<file path="src/rtl/ushift_4_arb.sv">
// ushift_4_arb: two-requester arbiter and sequencer for the 4-bit universal register.
//
// Grants one requester at a time and drives the register's sel/i_par for a
// per-command number of cycles. After that it returns the register to hold (sel = 00).
// Arbitration is round-robin by default. Define USHIFT_ARB_FIXED_PRI_EN to give
// requester 0 fixed priority.
//
// Ports:
//   clk            rising-edge clock (shared with the register)
//   clear_b        asynchronous active-low reset
//   req0/req1      requests
//   op0/op1        operation: 00 hold, 01 complement, 10 clear, 11 load
//   data0/data1    load value (used only for op 11)
//   len0/len1      cycles to apply the op (0 is treated as 1)
//   gnt0/gnt1      one-cycle grant pulse
//   sel/i_par      to the register's sel/i_par inputs
//   busy           high while a command is executing
//   done           one-cycle pulse after the last applied cycle
module ushift_4_arb #(
  parameter int unsigned WIDTH = 4,
  parameter int unsigned LEN_W = 3
) (
  input  logic             clk,
  input  logic             clear_b,
  input  logic             req0,
  input  logic             req1,
  input  logic [1:0]       op0,
  input  logic [1:0]       op1,
  input  logic [WIDTH-1:0] data0,
  input  logic [WIDTH-1:0] data1,
  input  logic [LEN_W-1:0] len0,
  input  logic [LEN_W-1:0] len1,
  output logic             gnt0,
  output logic             gnt1,
  output logic [1:0]       sel,
  output logic [WIDTH-1:0] i_par,
  output logic             busy,
  output logic             done
);

  typedef enum logic [1:0] {StIdle, StRun, StDone} state_e;

  state_e           state_q, state_d;
  logic [LEN_W-1:0] cnt_q, cnt_d;
  logic             last_q, last_d;
  logic             gnt0_q, gnt0_d, gnt1_q, gnt1_d;
  logic [1:0]       sel_q, sel_d;
  logic [WIDTH-1:0] i_par_q, i_par_d;
  logic             busy_q, busy_d, done_q, done_d;

  logic             win1;
  logic [1:0]       win_op;
  logic [WIDTH-1:0] win_data;
  logic [LEN_W-1:0] win_len;

  // Winner selection; only meaningful when at least one request is high.
  always_comb begin
    if (req0 && req1) begin
`ifdef USHIFT_ARB_FIXED_PRI_EN
      win1 = 1'b0;
`else
      win1 = ~last_q;  // grant the requester that did not win last time
`endif
    end else begin
      win1 = req1;
    end
    win_op   = win1 ? op1 : op0;
    win_data = win1 ? data1 : data0;
    win_len  = win1 ? len1 : len0;
  end

  always_comb begin
    state_d = state_q;
    cnt_d   = cnt_q;
    last_d  = last_q;
    gnt0_d  = 1'b0;
    gnt1_d  = 1'b0;
    sel_d   = sel_q;
    i_par_d = i_par_q;
    busy_d  = busy_q;
    done_d  = 1'b0;
    unique case (state_q)
      StIdle: begin
        if (req0 || req1) begin
          gnt0_d  = ~win1;
          gnt1_d  = win1;
          sel_d   = win_op;
          i_par_d = (win_op == 2'b11) ? win_data : '0;
          cnt_d   = (win_len == '0) ? LEN_W'(1) : win_len;
          busy_d  = 1'b1;
          last_d  = win1;
          state_d = StRun;
        end
      end
      StRun: begin
        // Count == 1 here means this edge is the last one that applies the op.
        if (cnt_q <= LEN_W'(1)) begin
          sel_d   = 2'b00;
          i_par_d = '0;
          busy_d  = 1'b0;
          done_d  = 1'b1;
          cnt_d   = '0;
          state_d = StDone;
        end else begin
          cnt_d = cnt_q - LEN_W'(1);
        end
      end
      StDone: begin
        state_d = StIdle;
      end
      default: begin
        state_d = StIdle;
        sel_d   = 2'b00;
        i_par_d = '0;
        busy_d  = 1'b0;
        cnt_d   = '0;
      end
    endcase
  end

  always_ff @(posedge clk or negedge clear_b) begin
    if (!clear_b) begin
      state_q <= StIdle;
      cnt_q   <= '0;
      last_q  <= 1'b1;
      gnt0_q  <= 1'b0;
      gnt1_q  <= 1'b0;
      sel_q   <= 2'b00;
      i_par_q <= '0;
      busy_q  <= 1'b0;
      done_q  <= 1'b0;
    end else begin
      state_q <= state_d;
      cnt_q   <= cnt_d;
      last_q  <= last_d;
      gnt0_q  <= gnt0_d;
      gnt1_q  <= gnt1_d;
      sel_q   <= sel_d;
      i_par_q <= i_par_d;
      busy_q  <= busy_d;
      done_q  <= done_d;
    end
  end

  assign gnt0  = gnt0_q;
  assign gnt1  = gnt1_q;
  assign sel   = sel_q;
  assign i_par = i_par_q;
  assign busy  = busy_q;
  assign done  = done_q;

endmodule

</file>
<file path="config.mk">
export PLATFORM = sky130hd
export DESIGN_NAME = ushift_4_arb
export DESIGN_NICKNAME = d
export VERILOG_FILES = /design/src/rtl/ushift_4_arb.sv
export SDC_FILE = /design/constraint.sdc
export NUM_CORES = 1
export LEC_CHECK = 0
export BUFFER_PORTS_ARGS = -buffer_cell sky130_fd_sc_hd__buf_2
export CORE_MARGIN = 1.5
export CORE_UTILIZATION = 45
export CTS_CLUSTER_SIZE = 28
export DETAILED_ROUTE_END_ITERATION = 12
export PLACE_DENSITY = 0.75
export SETUP_SLACK_MARGIN = 0.3
export SKIP_CTS_REPAIR_TIMING = 1
export SLEW_MARGIN = 30
export SYNTH_ARGS = -nofsm -noshare
export SYNTH_HDL_FRONTEND = slang
export SYNTH_SLANG_ARGS = --single-unit
export TNS_END_PERCENT = 20
</file>
<file path="constraint.sdc">
create_clock -name clk -period 3.2 [get_ports clk]
set_input_delay 0.64 -clock clk [delete_from_list [all_inputs] [get_ports clk]]
set_output_delay 0.64 -clock clk [all_outputs]
set_load 0.02 [all_outputs]
</file>
# Yosys cells after proc, flatten, opt, wreduce, memory -nomap -nowiden
# Index checks and enable logic that the tools add are counted.
# word_totals
regBits,16
# classes
bitwise,3
n_reduce_logical,8
addsub,1
eq_ne,5
magnitude_cmp,1
n_mux,27
# op_table
cell,n
4-bit 2-to-1 mux,4
3-bit 2-to-1 mux,4
4-bit one-hot mux with 3 select lines,1
2-bit 2-to-1 mux,5
1-bit 2-to-1 mux,9
3-bit one-hot mux with 3 select lines,1
2-bit one-hot mux with 3 select lines,1
2-bit AND reduction,3
"2-bit equality test, second input constant",2
"2-bit != test, second input constant",2
2-bit one-hot mux with 2 select lines,1
"3-bit by 1-bit <= comparator with 1-bit output, second input constant",1
3-bit logical NOT,1
1-bit inverter,3
1-bit one-hot mux with 3 select lines,1
3-bit AND reduction,1
"3-bit by 1-bit subtractor with 3-bit output, second input constant",1
"2-bit by 1-bit equality test with 1-bit output, second input constant",1
2-bit logical NOT,1
1-bit logical AND,1
1-bit logical OR,1

# Longest topological paths before layout
# Gate-level depths: netlist of run 1.
# logic_depth
ltp_word,7
ltp_mapped,6
depth_no_buf,6

# Worst setup path after synthesis of run 1
# Ideal clock, no wire load.
# synth_path
kind,input port to flip-flop
from,in req1
to,reg cnt_q[0]
path_stages,5
arrival_ns,1.385
slack_ns,1.711
cell_sequence,o21ba_4 > nand2b_1 > buf_6 > or3_1 > o311ai_1
# synth_via
elab_chain_len,7
# synth_lines
item,line,rtl
from (decl),26,"input logic req1,"
1-bit logical AND,58,if (req0 && req1) begin
1-bit 2-to-1 mux,58,
3-bit 2-to-1 mux,69,win_len = win1 ? len1 : len0;
3-bit logical NOT,89,cnt_d = (win_len == '0) ? LEN_W'(1) : win_len;
3-bit 2-to-1 mux,89,
3-bit 2-to-1 mux,84,if (req0 || req1) begin
3-bit one-hot mux with 3 select lines,82,unique case (state_q)
to (signal assigned),134,cnt_q <= cnt_d;
to (decl),44,"logic [LEN_W-1:0] cnt_q, cnt_d;"
# Parallel ways exist; a longest one is shown, timed or not. The select of a mux whose other input is x is not followed.
# A chain may end at the register's enable or synchronous reset.

# Final worst setup path of run 1
# layout_path
from,reg cnt_q[1]
to,reg busy_q (netlist: busy)
# layout_via
elab_chain_len,3
# layout_lines
item,line,rtl
3-bit by 1-bit <= comparator with 1-bit output,97,if (cnt_q <= LEN_W'(1)) begin
2-bit != test (no line),--,
3-bit AND reduction (no line),--,
to (signal assigned),140,busy_q <= busy_d;
to (decl),49,"logic busy_q, busy_d, done_q, done_d;"
# No other way between the ends.

==> flow_summary_export.csv, run 1 <==
group,metric,value,unit
sta,fmax,0.5821,GHz
clock_network,cts.sinks,16,
cells_and_area,area_growth,24.17,%
power_and_ir_drop,ir_drop,0.4351,mV
floorplan,ioPinCount,32,
cells_and_area,drive_gt1_frac,0.4175,
floorplan,start_util,0.4797,
power_and_ir_drop,seqPwrFrac,0.400,
synthesis,ys_ff_latch,16,
synthesis,yosys_warnings,0,
floorplan,dieWidth,45.90,um
routing,drc,0,
hold_path,hold_path_class,"input pin to asynchronous set/reset pin",
cells_and_area,final_cell_mix,"buf_2 (31), dfrtp_1 (15), mux2i_1 (8)",
routing,final_antenna_net_count,0,
routing,vias,679,
sta,worstMarginPinSlew,0.5309,ns
floorplan,die-height,45.90,um
clock_network,clkLatencyLatePin,0.28,ns
routing,wl_met1,695,um
synthesis,synth_area_leader_cell,"dfrtp_1",
floorplan,row_count,15,
sta,fin_crit_sh,0.5369,
sta,rsz0062_at_grt,"false",
sta,fin_crit,1.718,ns
cells_and_area,instances_no_fill,128,
routing,dr_wl_met2,853,um
routing,dr.first_iter.drc_count,9,
outcome,outcome,"complete, no violations",
cells_and_area,final_common_cell,"buf_2",
power_and_ir_drop,p_clk_frac,0.152,
sta,setup_violations,0,
floorplan,core,1727,sq um
cells_and_area,regArea,401.6,sq um
routing,routedWlPerCell,12.84,um
power_and_ir_drop,combPwrFrac,0.448,
grt,antenna_found_initial,0,
worst_setup_path,worstPathArrival,1.90,ns
synthesis,yosysTopAreaCellShare,0.4532,
placed_design,pre_cts_slack,1.341,ns
worst_setup_path,cp_max_fo,7,
power_and_ir_drop,total_power,850.5,uW
grt,grt_pass1_vias,617,
placed_design,dpl.cell_count,124,
routing,via_per_inst,5.305,
power_and_ir_drop,power.internal,517.7,uW
clock_network,numCtsBuffers,3,
grt,grt_max_degree,17,
routing,wl_met3,74,um
placed_design,detailedPlacementHpwl,1.270,mm
sta,fin_tns_setup,0,ns
routing,drt_first_pass_iters,4,
cells_and_area,final_nets,128,
floorplan,dieArea,2107,sq um
grt,grt-ovfl-total,0,
clock_network,cts_max_level,1,
worst_setup_path,endpoint_kind,"flip-flop",
power_and_ir_drop,p_sw_frac,0.3913,
synthesis,synth_area,828.3,sq um
sta,skew,0.001340,ns
cells_and_area,fillers,161,
synthesis,synthCells,70,
power_and_ir_drop,cellLeakagePower,0.0005167,uW
grt,grt_pass1_wl,2.615,mm
grt,grtUsageTotal,0.1794,
routing,totalWireLength,1.643,mm
clock_network,clk_pin_slew,0.09,ns
power_and_ir_drop,power_switching,332.8,uW
sta,fin_ws,1.482,ns
worst_setup_path,critPathRequiredTime,3.38,ns
power_and_ir_drop,p_per_area,826.9,nW/um^2
sta,holdWs,0.2412,ns
cells_and_area,diodes,0,
clock_network,cts_buffer_depth,2,
clock_network,cts_root_buf,"clkbuf_4",
routing,highest_layer,"met4",
worst_setup_path,path_class,"flip-flop to flip-flop",
synthesis,syn_nets,94,
synthesis,synth_area_leaders,"dfrtp_1 (45%), mux2i_1 (9.7%), o2bb2ai_1 (6.3%)",
worst_setup_path,ff2ff_path_depth,6,
sta,drv_slew,0,
sta,slew_headroom,0.6437,
worst_setup_path,worstSetupStartpointType,"flip-flop",
placed_design,port_buffers,31,
synthesis,synthDistinctLibCells,29,
job,cap_violations,0,
synthesis,avgSynthCellArea,11.83,sq um
synthesis,seq_area_frac_synth,0.4849,
clock_network,cts_tree,"done",
cells_and_area,multi_input_area,396.6,sq um
placed_design,gp_congestion,0.7421,
sta,hold_viol_final,0,
synthesized netlist by cell type:
master,n
a22o_1,1
buf_6,2
dfrtp_1,15
nand2_1,2
o21bai_1,1
a21oi_1,1
o21ba_4,1
o32ai_1,1
a21bo_2,1
mux2i_1,8
nor3_1,4
o2bb2ai_1,6
nand2b_1,2
nor2_1,5
o311ai_1,1
o221ai_1,1
o21ba_2,1
nor2b_1,2
a21boi_4,1
dfstp_2,1
nand3_1,1
ha_1,2
nor3b_1,2
nand2b_2,1
a21o_2,2
o21ai_1,1
inv_1,2
or3_1,1
nand3b_1,1
power by group through the flow:
stage / combinational (uW) / clock [uW] / sequential [uW]
CTS: 383 / 134 / 339
finish: 381 / 130 / 340
global placement: 370 / 0 / 341
global route: 424 / 140 / 349
floorplan: 246 / 0 / 380
detailed placement: 381 / 0 / 342
metrics by stage:
stage / area (sq um) / util
global placement: 992.2 / 0.5746
floorplan: 828.3 / -
finish: 1028 / 0.5957
CTS: 1028 / 0.5957
global route: 1028 / 0.5957
detailed placement: 992.2 / 0.5746
layer usage:
layer | vias to the layer above | global-route usage
met3 | 2 | 0.06746
met5 | - | 0
met2 | 17 | 0.2861
met4 | 0 | 0.07429
li1 | 328 | -
met1 | 332 | 0.2155
final timing paths:
path / from / end / slack, ns
max: cnt_q[1] / busy / 1.48
min: clear_b / cnt_q[0] / 0.24
max reg2reg: cnt_q[1] / busy / 1.48
min reg2reg: sel[0] / sel[0] / 0.49
max in group asynchronous: clear_b / last_q / 2.66
min in group clk: sel[0] / sel[0] / 0.49
sequential cells by signal, indices dropped and copies added, names as in the netlist:
| name | cells |
|---|---|
| sel | 2 |
| busy | 1 |
| cnt_q | 3 |
| i_par | 4 |
| last_q | 1 |
| state_q | 2 |
| done | 1 |
| gnt1 | 1 |
| gnt0 | 1 |
logic make-up (layout without fill, tap and decap cells):
kind of cell,Yosys count,in the layout,synth area share
AO/OA/AOI/OAI,19,19,0.2145
adder cells (fa/ha/maj),2,2,0.03021
buffers and inverters,4,37,0.03626
flip-flops,16,16,0.4849
multiplexers,8,8,0.09668
AND/OR/NAND/NOR,21,21,0.1375
final cells by class:
class,count,area share
sequential,16,0.3905
multi-input combinational,50,0.3856
timing repair buffer,31,0.1509
clock buffer,4,0.03528
tap,25,0.03041
inverter,2,0.007299
worst max-delay path, cell delays in order, from the launching register on:
cell	delay, ns
dfrtp_1	0.41
inv_1	0.09
ha_1	0.13
o21ba_2	0.17
o21bai_1	0.26
o21ai_1	0.27
a21bo_2	0.27
Note: power is estimated with default switching activity, not from simulation.
==> run 2, diff against run 1 <==
Settings changed: ABC_AREA from default to 1, CORE_ASPECT_RATIO from default to 0.7, CORE_UTILIZATION 45 to 42, PLACE_DENSITY 0.75 to 0.73.
Clock period 3.2 ns to 1.39 ns, I/O delays scaled along.
==> run 2 against run 1 <==
Area after synthesis grew 3.2%. Synthesized cell count grew 60%. Sequential cell count is the same. Combinational power grew to 3.4 times the previous value. Critical endpoint is now cnt_q[0]. Sequential share of layout area shrank 6.7 points. Non-clock buffer count grew 4. Critical path depth grew 5. Register-to-register slack lost 1.4 ns. Largest cell class is now multi-input combinational cells. Die area grew 10%. Routed wire length grew 18%. Setup slack lost 1.4 ns.
==> flow_summary_export.csv, run 2 <==
group,metric,value,unit
floorplan,die-height,40.74,um
grt,grtUsageTotal,0.1633,
routing,totalWireLength,1.939,mm
routing,drc,0,
worst_setup_path,cp_slowest_stage_delay,0.57,ns
worst_setup_path,path_class,"flip-flop to flip-flop",
clock_network,cts_max_level,1,
synthesis,yosys_warnings,0,
clock_network,cts_buffer_depth,2,
sta,rsz0062_at_grt,"true",
cells_and_area,final_nets,175,
clock_network,clk_pin_slew,0.10,ns
worst_setup_path,timing.reg2reg.setup_slack,0.06,ns
placed_design,port_buffers,31,
sta,setup_violations,0,
worst_setup_path,endpoint_kind,"flip-flop",
synthesis,synth_area,854.6,sq um
worst_setup_path,cp_common_cell,"nand2_1",
synthesis,synthDistinctLibCells,20,
routing,final_antenna_net_count,0,
grt,antenna_found_initial,0,
cells_and_area,drive_gt1_frac,0.4333,
placed_design,gp_congestion,0.7872,
cells_and_area,instances_no_fill,172,
synthesis,ys_ff_latch,16,
synthesis,ys_async_sr_fraction,1.000,
worst_setup_path,path_buf_inv,1,
floorplan,dieWidth,56.92,um
worst_setup_path,ff2ff_path_depth,11,
synthesis,synth_area_leaders,"dfrtp_1 (44%), nand2_1 (19%), nand2_2 (5.9%)",
grt,grt_max_degree,17,
routing,dr.first_iter.drc_count,15,
grt,grt-ovfl-total,0,
placed_design,detailedPlacementHpwl,1.398,mm
hold_path,min_to,"sel[1]",
routing,via_per_inst,4.890,
synthesis,synth_common_cells,"nand2_1 (44), dfrtp_1 (15), inv_1 (12)",
job,cap_violations,0,
floorplan,row_count,13,
cells_and_area,utilization,0.6578,
outcome,outcome,"complete, no violations",
worst_setup_path,cp_top_family,"simple AND/OR/NAND/NOR gates",
sta,slew_headroom,0.7683,
cells_and_area,final_common_cell,"nand2_1",
power_and_ir_drop,p_per_area,1929,nW/um^2
placed_design,dpl.cell_count,165,
synthesis,avgSynthCellArea,7.630,sq um
clock_network,cts_root_buf,"clkbuf_4",
placed_design,dpl_cell_area,1036,sq um
floorplan,core,1887,sq um
routing,routedWlPerCell,11.27,um
routing,vias,841,
worst_setup_path,timing.rr.start,"last_q",
routing,drt_first_pass_iters,4,
sta,worstMarginPinSlew,0.3475,ns
grt,grt_pass1_vias,619,
cells_and_area,final_cell_mix,"nand2_1 (38), buf_2 (21), dfrtp_1 (15)",
power_and_ir_drop,cellLeakagePower,0.0007012,uW
power_and_ir_drop,total_power,2394,uW
sta,fin_tns_setup,0,ns
sta,fmax,0.7504,GHz
worst_setup_path,worstPathArrival,1.58,ns
cells_and_area,area_growth,45.24,%
sta,fin_crit,1.333,ns
synthesis,synth_most_common_cell,"nand2_1",
sta,fin_crit_sh,0.9587,
synthesis,yosysTopAreaCellShare,0.4392,
worst_setup_path,cp_slowest_cell,"dfstp_2",
floorplan,dieArea,2319,sq um
clock_network,clkLatencyLatePin,0.29,ns
floorplan,ioPinCount,32,
hold_path,hold_path_class,"input pin to flip-flop",
synthesis,synth-edff-count,0,
cells_and_area,largest_register_ffs,4,
hold_path,hold_start,"op0[1]",
clock_network,numCtsBuffers,3,
synthesis,synthCells,112,
sta,hold_viol_final,0,
floorplan,start_util,0.4529,
synthesis,seq_area_frac_synth,0.4700,
power_and_ir_drop,ir_drop,1.286,mV
synthesis,syn_nets,136,
worst_setup_path,path_cells,"nand2_4 -> nand2_4 -> buf_12 -> nand2_4 -> nand2_2 -> nand2_2 -> nand2_2 -> nand2_1 -> nand2_1 -> nand2_1 -> nand2_1",
cells_and_area,diodes,0,
sta,drv_slew,0,
worst_setup_path,reg2reg_to,"cnt_q[0]",
grt,grt_pass1_wl,2.760,mm
hold_path,hold-path-cell-count,3,
worst_setup_path,worstSetupStartpointType,"flip-flop",
worst_setup_path,cp_max_fo,6,
sta,skew,0.008163,ns
clock_network,cts.sinks,16,
synthesis,synth_area_leader_cell,"dfrtp_1",
cells_and_area,final_area,1241,sq um
synthesis,synth_ff_type,"dfrtp_1",
worst_setup_path,critPathRequiredTime,1.63,ns
clock_network,cts_tree,"done",
run 2: cell count changes after synthesis, sizes merged, moves of 3 or more:
cell / before / now
mux2i: 8 / 0
inv: 2 / 14
o21ai: 1 / 7
nand3: 1 / 6
nand2: 2 / 52
o2bb2ai: 6 / 0
nand2b: 3 / 0
run 2: per-layer routing:
layer | vias to the layer above | track usage | routed length (um) | share of wire
li1 | 421 | - | - | -
met4 | 0 | 0.06977 | 10 | 0.0052
met1 | 380 | 0.2398 | 885 | 0.46
met5 | - | 0 | 0 | 0
met2 | 37 | 0.2213 | 898 | 0.46
met3 | 3 | 0.04732 | 146 | 0.075
run 2: worst max-delay path by stage:
stage	startpoint	endpoint	cells past startpoint
after global placement	last_q	i_par[1]	8
after global routing	last_q	cnt_q[0]	11
after CTS	last_q	i_par[2]	8
after floorplan	last_q	cnt_q[0]	10
final	last_q	cnt_q[0]	11
after detailed placement	last_q	i_par[2]	8
run 2: worst register-to-register path, cell delays in order, from the launching register on:
cell and delay [ns]:
dfstp_2 0.57, nand2_4 0.07, nand2_4 0.10, buf_12 0.13, nand2_4 0.05, nand2_2 0.07, nand2_2 0.05, nand2_2 0.06
nand2_1 0.05, nand2_1 0.06, nand2_1 0.05, nand2_1 0.05
run 2: stage by stage:
stage,hold slack [ns],worst slack (ns)
final,0.2751,0.05738
after global routing,0.2767,-0.002672
after CTS,-0.1107,-0.02156
after detailed placement,0.2095,0.001344
after global placement,0.2059,0.05207
after floorplan,-0.01759,0.1714
run 2: kinds of logic (layout without fill, tap and decap cells):
| logic type | after synthesis | in the layout | share of synthesized area |
|---|---|---|---|
| flip-flops | 16 | 16 | 0.4700 |
| AND/OR/NAND/NOR | 69 | 69 | 0.3514 |
| adder cells (fa/ha/maj) | 2 | 2 | 0.02928 |
| XOR/XNOR | 1 | 1 | 0.01025 |
| buffers and inverters | 15 | 53 | 0.07467 |
| AO/OA/AOI/OAI | 9 | 9 | 0.06442 |
run 2: final cells by class:
class,count,area [sq um]
fillers,160,645.6
multi-input cells,81,454.2
flip-flops and latches,16,401.6
well taps,22,27.53
inverters,14,55.05
repair buffers,35,266.5
clock buffers,4,36.28
run 2: power breakdown:
part	switching [uW]	total, uW	internal [uW]
clock network	154	314	160
logic	727	1280	556
registers	143	797	654
==> run 3, diff against run 2 <==
Settings changed: CAP_MARGIN from default to 40, REMOVE_ABC_BUFFERS from default to 1.
==> run 3 against run 2 <==
Sequential cell count stayed put. Clock-buffer cell count unchanged. Core utilization decreased by 1.3 points. Sequential power shrank 3.3%. Register-to-register slack improved by 0.02 ns. Global-route usage is 0.23 points higher. Setup slack improved by 0.016 ns. Clock skew decreased by 0.0049 ns. Largest power group unchanged. Highest routed layer unchanged.
==> flow_summary_export.csv, run 3 (synthesized netlist as in run 2, its figures left out) <==
group,metric,value,unit
sta,slew_headroom,0.7533,
routing,vias,849,
grt,grt-busiest-layer,"met2",
sta,fin_crit_sh,0.9470,
power_and_ir_drop,p_sw_frac,0.4546,
floorplan,ioPinCount,32,
clock_network,numCtsBuffers,3,
sta,rsz0062_at_grt,"true",
power_and_ir_drop,power.internal,1300,uW
routing,dr.first_iter.drc_count,14,
cells_and_area,area_growth,42.31,%
sta,skew,0.003306,ns
power_and_ir_drop,cellLeakagePower,0.0006972,uW
placed_design,port_buffers,31,
clock_network,cts_tree,"done",
grt,use_met1,0.2287,
cells_and_area,utilization,0.6446,
grt,grt_max_degree,17,
clock_network,cts.sinks,16,
worst_setup_path,path_class,"flip-flop to flip-flop",
routing,drt_first_pass_iters,4,
worst_setup_path,path_cells,"nand2_4 -> nand2_8 -> or2_4 -> o21ai_4 -> nor2_4 -> nand3_1 -> nand2_1",
grt,grt-ovfl-total,0,
worst_setup_path,worstPathArrival,1.56,ns
grt,grtUsageTotal,0.1656,
power_and_ir_drop,p_per_area,1960,nW/um^2
worst_setup_path,cp_slowest_stage_delay,0.57,ns
clock_network,clkLatencyLatePin,0.29,ns
worst_setup_path,cp_max_fo,5,
cells_and_area,final_nets,177,
cells_and_area,largest_register_ffs,4,
placed_design,detailedPlacementHpwl,1.499,mm
clock_network,cts_root_buf,"clkbuf_4",
clock_network,clk_pin_slew,0.10,ns
worst_setup_path,worstSetupStartpointType,"flip-flop",
grt,antenna_found_initial,0,
placed_design,dpl_cell_area,1049,sq um
power_and_ir_drop,total_power,2384,uW
sta,fin_crit,1.316,ns
job,cap_violations,0,
sta,setup_violations,0,
power_and_ir_drop,power_switching,1084,uW
sta,drv_slew,0,
hold_path,hold_path_class,"input pin to flip-flop",
cells_and_area,final_common_cell,"nand2_1",
sta,fmax,0.7597,GHz
grt,grt_util_met3,0.04732,
sta,fin_tns_setup,0,ns
grt,grt_pass1_wl,2.711,mm
floorplan,row_count,13,
floorplan,die-height,40.74,um
floorplan,core,1887,sq um
cells_and_area,final_area,1216,sq um
clock_network,cts_buffer_depth,2,
routing,drc,0,
grt,grt_pass1_vias,617,
worst_setup_path,cp_slowest_cell,"dfstp_2",
worst_setup_path,endpoint_kind,"flip-flop",
power_and_ir_drop,combPwrFrac,0.545,
clock_network,cts_max_level,1,
floorplan,start_util,0.4529,
floorplan,dieWidth,56.92,um
routing,via_per_inst,4.879,
routing,final_antenna_net_count,0,
sta,hold_viol_final,0,
power_and_ir_drop,ir_drop,1.302,mV
cells_and_area,final_cell_mix,"nand2_1 (41), buf_2 (31), dfrtp_1 (15)",
cells_and_area,drive_gt1_frac,0.4276,
cells_and_area,diodes,0,
routing,totalWireLength,2.199,mm
placed_design,gp_congestion,0.7814,
sta,worstMarginPinSlew,0.3701,ns
grt,met2_usage,0.2299,
worst_setup_path,critPathRequiredTime,1.63,ns
outcome,outcome,"complete, no violations",
routing,routedWlPerCell,12.64,um
power_and_ir_drop,p_clk_frac,0.132,
power_and_ir_drop,seqPwrFrac,0.323,
floorplan,dieArea,2319,sq um
## run 3: routing by layer
metal	wire, um	share of wire	vias to the layer above
li1	-	-	426
met1	1028	0.47	387
met2	1024	0.47	34
met3	127	0.058	2
met4	17	0.0077	0
met5	0	0	-
## run 3: path summary, 6_finish.rpt
path	endpoint	cells past startpoint	startpoint	slack, ns
setup / recovery	i_par[1]	7	last_q	0.07
hold / removal	sel[1]	3	op0[1]	0.32
setup reg to reg	i_par[1]	7	last_q	0.07
hold reg to reg	i_par[2]	2	i_par[2]	0.48
max in group asynchronous	last_q	2	clear_b	0.66
min in group asynchronous	cnt_q[0]	2	clear_b	0.42
## run 3: final cells by class
| type | instances | area [sq um] |
|---|---|---|
| inverter | 14 | 57.56 |
| multi-input combinational | 82 | 490.5 |
| clock buffer | 4 | 36.28 |
| sequential | 16 | 401.6 |
| fill | 158 | 670.6 |
| tap | 22 | 27.53 |
| timing repair buffer | 36 | 202.7 |
## run 3: through the flow
step           worst slack [ns]  instances  hold slack [ns]
3_3_place_gp            0.07715        167           0.2071
2_1_floorplan           0.09087        111         -0.01759
4_1_cts                0.001674        171          -0.1147
5_1_grt                 0.01791        174           0.3173
3_5_place_dp            0.01382        167           0.2088
6_report                0.07370        174           0.3188
## run 3: power groups by stage
| stage | logic (uW) | registers [uW] | clock network [uW] |
|---|---|---|---|
| global placement | 1000 | 758 | 0 |
| CTS | 1050 | 757 | 320 |
| finish | 1300 | 771 | 314 |
| global route | 1410 | 794 | 334 |
| detailed placement | 1040 | 765 | 0 |
| floorplan | 597 | 871 | 0 |
## run 3: worst max-delay path, delay by kind of cell, from the launching register on
kind	cells	cell delay, ns
DFF	1	0.57
AOI/OAI and AO/OA	1	0.06
and+or+nand+nor	6	0.63
